==> src/rtl/ex_mem_skid_reg.sv <==
// EX->MEM pipeline register with a 2-entry skid buffer; ex_ready is driven from flops only.
// Optional EX_MEM_FWD_EN adds EX operand forwarding outputs taken from the output entry.
//
// state | meaning
// EMPTY | no entry held; ex_ready=1, mem_valid=0
// ONE   | output entry valid; ex_ready=1
// FULL  | output and skid entries valid; ex_ready=0
module ex_mem_skid_reg #(
   parameter int DATA_WIDTH     = 32,
   parameter int REG_ADDR_WIDTH = 5
) (
   input  logic                      clk,
   input  logic                      reset,
   input  logic                      flush,
   input  logic                      ex_valid,
   output logic                      ex_ready,
   input  logic [DATA_WIDTH-1:0]     ex_alu_result,
   input  logic [DATA_WIDTH-1:0]     ex_store_data,
   input  logic [DATA_WIDTH-1:0]     ex_pc,
   input  logic [REG_ADDR_WIDTH-1:0] ex_rd_addr,
   input  logic [2:0]                ex_func3,
   input  logic                      ex_reg_write,
   input  logic                      ex_mem_read,
   input  logic                      ex_mem_write,
   output logic                      mem_valid,
   input  logic                      mem_ready,
   output logic [DATA_WIDTH-1:0]     mem_alu_result,
   output logic [DATA_WIDTH-1:0]     mem_store_data,
   output logic [DATA_WIDTH-1:0]     mem_pc,
   output logic [REG_ADDR_WIDTH-1:0] mem_rd_addr,
   output logic [2:0]                mem_func3,
   output logic                      mem_reg_write,
   output logic                      mem_mem_read,
   output logic                      mem_mem_write
`ifdef EX_MEM_FWD_EN
   ,
   output logic                      fwd_valid,
   output logic [REG_ADDR_WIDTH-1:0] fwd_rd_addr,
   output logic [DATA_WIDTH-1:0]     fwd_data
`endif
);

   localparam int PW = 3*DATA_WIDTH + REG_ADDR_WIDTH + 6;

   // bit 0 = output entry valid, bit 1 = skid entry valid
   typedef enum logic [1:0] {
      EMPTY = 2'b00,
      ONE   = 2'b01,
      FULL  = 2'b11
   } state_t;

   state_t          state, state_nxt;
   logic            accept, deliver;
   logic            load_out, load_skid, out_from_skid;
   logic [PW-1:0]   in_pl, out_pl, skid_pl;

   assign in_pl = {ex_alu_result, ex_store_data, ex_pc, ex_rd_addr,
                   ex_func3, ex_reg_write, ex_mem_read, ex_mem_write};

   assign {mem_alu_result, mem_store_data, mem_pc, mem_rd_addr,
           mem_func3, mem_reg_write, mem_mem_read, mem_mem_write} = out_pl;

   assign mem_valid = state[0];
   assign ex_ready  = ~state[1];
   assign accept    = ex_valid & ex_ready;
   assign deliver   = mem_valid & mem_ready;

   always_ff @(posedge clk or negedge reset) begin
      if (!reset) begin
         state <= EMPTY;
      end else begin
         state <= state_nxt;
      end
   end

   always_comb begin
      state_nxt     = state;
      load_out      = 1'b0;
      load_skid     = 1'b0;
      out_from_skid = 1'b0;
      case (state)
         EMPTY: begin
            if (accept) begin
               state_nxt = ONE;
               load_out  = 1'b1;
            end
         end
         ONE: begin
            if (accept && deliver) begin
               load_out = 1'b1;
            end else if (accept) begin
               state_nxt = FULL;
               load_skid = 1'b1;
            end else if (deliver) begin
               state_nxt = EMPTY;
            end
         end
         FULL: begin
            if (deliver) begin
               state_nxt     = ONE;
               load_out      = 1'b1;
               out_from_skid = 1'b1;
            end
         end
         default: state_nxt = EMPTY;
      endcase
      // a redirect squashes everything, including an entry arriving this cycle
      if (flush) begin
         state_nxt     = EMPTY;
         load_out      = 1'b0;
         load_skid     = 1'b0;
         out_from_skid = 1'b0;
      end
   end

   always_ff @(posedge clk or negedge reset) begin
      if (!reset) begin
         out_pl  <= '0;
         skid_pl <= '0;
      end else begin
         if (load_out) begin
            out_pl <= out_from_skid ? skid_pl : in_pl;
         end
         if (load_skid) begin
            skid_pl <= in_pl;
         end
      end
   end

`ifdef EX_MEM_FWD_EN
   // loads are excluded: their data is not known until MEM completes
   assign fwd_valid   = mem_valid & mem_reg_write & ~mem_mem_read & (mem_rd_addr != '0);
   assign fwd_rd_addr = mem_rd_addr;
   assign fwd_data    = mem_alu_result;
`endif

endmodule
==> config.mk <==
export PLATFORM = sky130hd
export DESIGN_NAME = ex_mem_skid_reg
export DESIGN_NICKNAME = d
export VERILOG_FILES = /design/src/rtl/ex_mem_skid_reg.sv
export SDC_FILE = /design/constraint.sdc
export NUM_CORES = 1
export LEC_CHECK = 0
export ABC_CLOCK_PERIOD_IN_PS = 2100
export BUFFER_PORTS_ARGS = -buffer_cell sky130_fd_sc_hd__buf_4
export CORE_ASPECT_RATIO = 1.1
export CORE_MARGIN = 3
export CORE_UTILIZATION = 45
export CTS_CLUSTER_SIZE = 40
export DETAILED_ROUTE_END_ITERATION = 10
export PLACE_DENSITY_LB_ADDON = 0.25
export SETUP_SLACK_MARGIN = 0.1
export SLEW_MARGIN = 25
export SYNTH_ARGS = -nofsm -noshare
export SYNTH_HDL_FRONTEND = slang
export SYNTH_SLANG_ARGS = --single-unit
==> constraint.sdc <==
create_clock -name clk -period 2.1 [get_ports clk]
set_clock_uncertainty 0.1 [all_clocks]
set_input_delay 0.63 -clock clk [delete_from_list [all_inputs] [get_ports clk]]
set_output_delay 0.63 -clock clk [all_outputs]
set_load 0.01 [all_outputs]
==> impl_metrics.yaml <==
status:
  status: "complete, but fails checks"
  violations: "setup timing"
synth:
  yosysTopAreaCellShare: 0.566
  ys_types: 26
  syn_avg_cell_area_sq_um: 16.0
  netlist_area_sq_mm: 0.00955
  synthTopCellsByCount: "292 x mux2_2, 216 x dfrtp_1, 30 x mux2_4"
  synth_warnings: 0
  synth_most_common_cell: "mux2_2"
  synth_seq_cells: 216
  yosysTopAreaCell: "dfrtp_1"
  seq_area_frac_synth: 0.566
  synthCells: 597
  synth_ff_type: "dfrtp_1"
  async_reset_ff_frac: 1.00
  yosys-top-cells-area: "dfrtp_1 57%, mux2_2 34%, mux2_4 4.7%"
  synth_fp_nets: 713
  synth_edf_count: 0
sta:
  worstMarginPinSlew_ps: 417
  postLayoutSetupSlackWorst_ps: -60.8
  maxSlewViolCount: 0
  finalSetupViolCount: 131
  finalHoldViolCount: 0
  min_period_ps: 2160
  period_share: 1.03
  holdWs_ps: 267
  grt_setup_unrepaired: "yes"
  max-slew-margin-rel: 0.722
  max_freq_mhz: 463
die:
  die_y_um: 159
  die_w_um: 145
  die_area_sq_mm: 0.0230
  core_sq_mm: 0.0207
  boundaryPins: 221
  rows: 55
  start_util: 0.461
worst_hold_path:
  hp-class: "input port to flop"
clock_network:
  cts_buffers: 24
  clk_pin_slew_ps: 60
  cts_tree: "yes"
  clk_latency_ps: 500
  clkSinkCount: 216
  cts-root-buf: "clkbuf_16"
  clockBufferDepth: 3
  htreeDepth: 1
flow_run:
  drv_cap: 0
worst_setup_path:
  crit_fanout: 45
  cp-start-kind: "flop"
  path_cells: "ha_1, inv_2, or3_4, buf_12, mux2_4, mux2_2"
  crit_family: "multiplexers"
  cp.required_ps: 2380
  cp_num_buf_inv: 2
  arrival_ps: 2440
  worstSetupPathType: "flop to flop"
  cp_slowest_cell: "or3_4"
  cp-end-kind: "flop"
  reg2reg_setup_slack_ps: -60
  critPathMaxStageDelay_ps: 430
power:
  power_density_mw_per_mm2: 1380
  leakagePower_nw: 6.15
  ir_drop_uv: 857
drt:
  via_count: 5881
  drt.antenna.violating_nets: 0
  drc: 0
  drtIter0Drc: 171
  drtPass1Iterations: 4
  viasPerCell: 5.07
  wire_per_inst_um: 19.4
  routed_wl_um: 22500
final_layout:
  diodes: 0
  synthToLayoutAreaGrowth_pct: 36.6
  nets: 972
  instances_no_fill: 1159
  drive_above_1_share: 0.733
grt:
  grt_antenna_before_repair: 0
  grt_pass1_wl_um: 35000
  track_usage: 0.183
  grt-ovfl-total: 0
  grt_max_degree: 50
  grt_pass1_vias: 6618
place:
  post-dp-hpwl_um: 14700
  dp.cells: 1096
  gp_congestion: 0.765
  port-buffer-count: 220
## sequential cells by signal (all words and copies together), names as in the netlist
signal,count
state,2
skid_pl,107
out_pl,107
## routing by layer
metal	GRT usage	vias up	routed length, um
met5	0	-	0
met4	0.0432	0	433
met3	0.0585	39	1720
met2	0.312	188	11100
met1	0.229	2985	9280
li1	-	2669	-
## placed cells by master (no fill, tap or decap), types with 2 or more instances in the layout
master	count
inv_2	2
nand2_1	2
buf_8	5
ha_1	3
buf_4	234
mux2_2	285
dfrtp_1	215
mux2_4	37
clkbuf_1	3
buf_16	4
clkbuf_8	4
clkbuf_16	30
clkinvlp_4	3
clkinv_4	3
bufinv_16	5
clkinv_2	2
buf_12	13
buf_6	5
## final cells by class
class / count / area [sq um]
fillers: 1526 / 7660
repair buffers: 268 / 2410
clock buffers: 31 / 678
multi-input cells: 343 / 3980
inverters: 3 / 11.3
well taps: 285 / 357
flip-flops and latches: 216 / 5410
clock inverters: 13 / 209
## cell families after synthesis
family                     share of synthesized area
AOI/OAI and AO/OA                            0.00406
DFF                                            0.566
adders and majority gates                    0.00524
muxes                                          0.392
and+or+nand+nor                              0.00655
buffers and inverters                         0.0258
## path summary, 6_finish.rpt
path	from	endpoint	cells after the start
min in group asynchronous	reset	out_pl[81]	2
max	state[0]	out_pl[66]	6
min reg2reg	skid_pl[2]	skid_pl[2]	1
max in group asynchronous	reset	skid_pl[64]	3
min	ex_store_data[0]	skid_pl[43]	2
max reg2reg	state[0]	out_pl[66]	6
## power breakdown
group          leakage, nW  switching [mW]  internal [mW]  total [mW]
logic                 3.15            2.25           3.78        6.03
registers             2.58            1.16           6.28        7.44
clock network        0.424            1.68           2.91        4.59
## repair_timing
item | in CTS | in global routing
setup buffers | 4 | 5
setup endpoints to repair | 214 | 216
gates cloned | 3 | 8
endpoints found under the hold margin | 35 | 0
pin swaps | 2 | 5
hold buffers | 1 | 0
gates resized for setup | 14 | 18
## through the flow
| stage | total power, mW | worst slack [ps] | TNS [ps] | utilization | area, sq um |
|---|---|---|---|---|---|
| after global routing | 19.0 | -122 | -15720 | 0.630 | 13100 |
| after CTS | 18.1 | -34.1 | -1790 | 0.618 | 12800 |
| after global placement | 12.9 | -160 | -15550 | 0.567 | 11700 |
| after detailed placement | 13.2 | -218 | -21620 | 0.567 | 11700 |
| final | 18.1 | -60.8 | -2800 | 0.630 | 13100 |
| after floorplan | 10.3 | -70.0 | -3100 | - | 9580 |
Note: power is estimated with default switching activity, not from simulation.
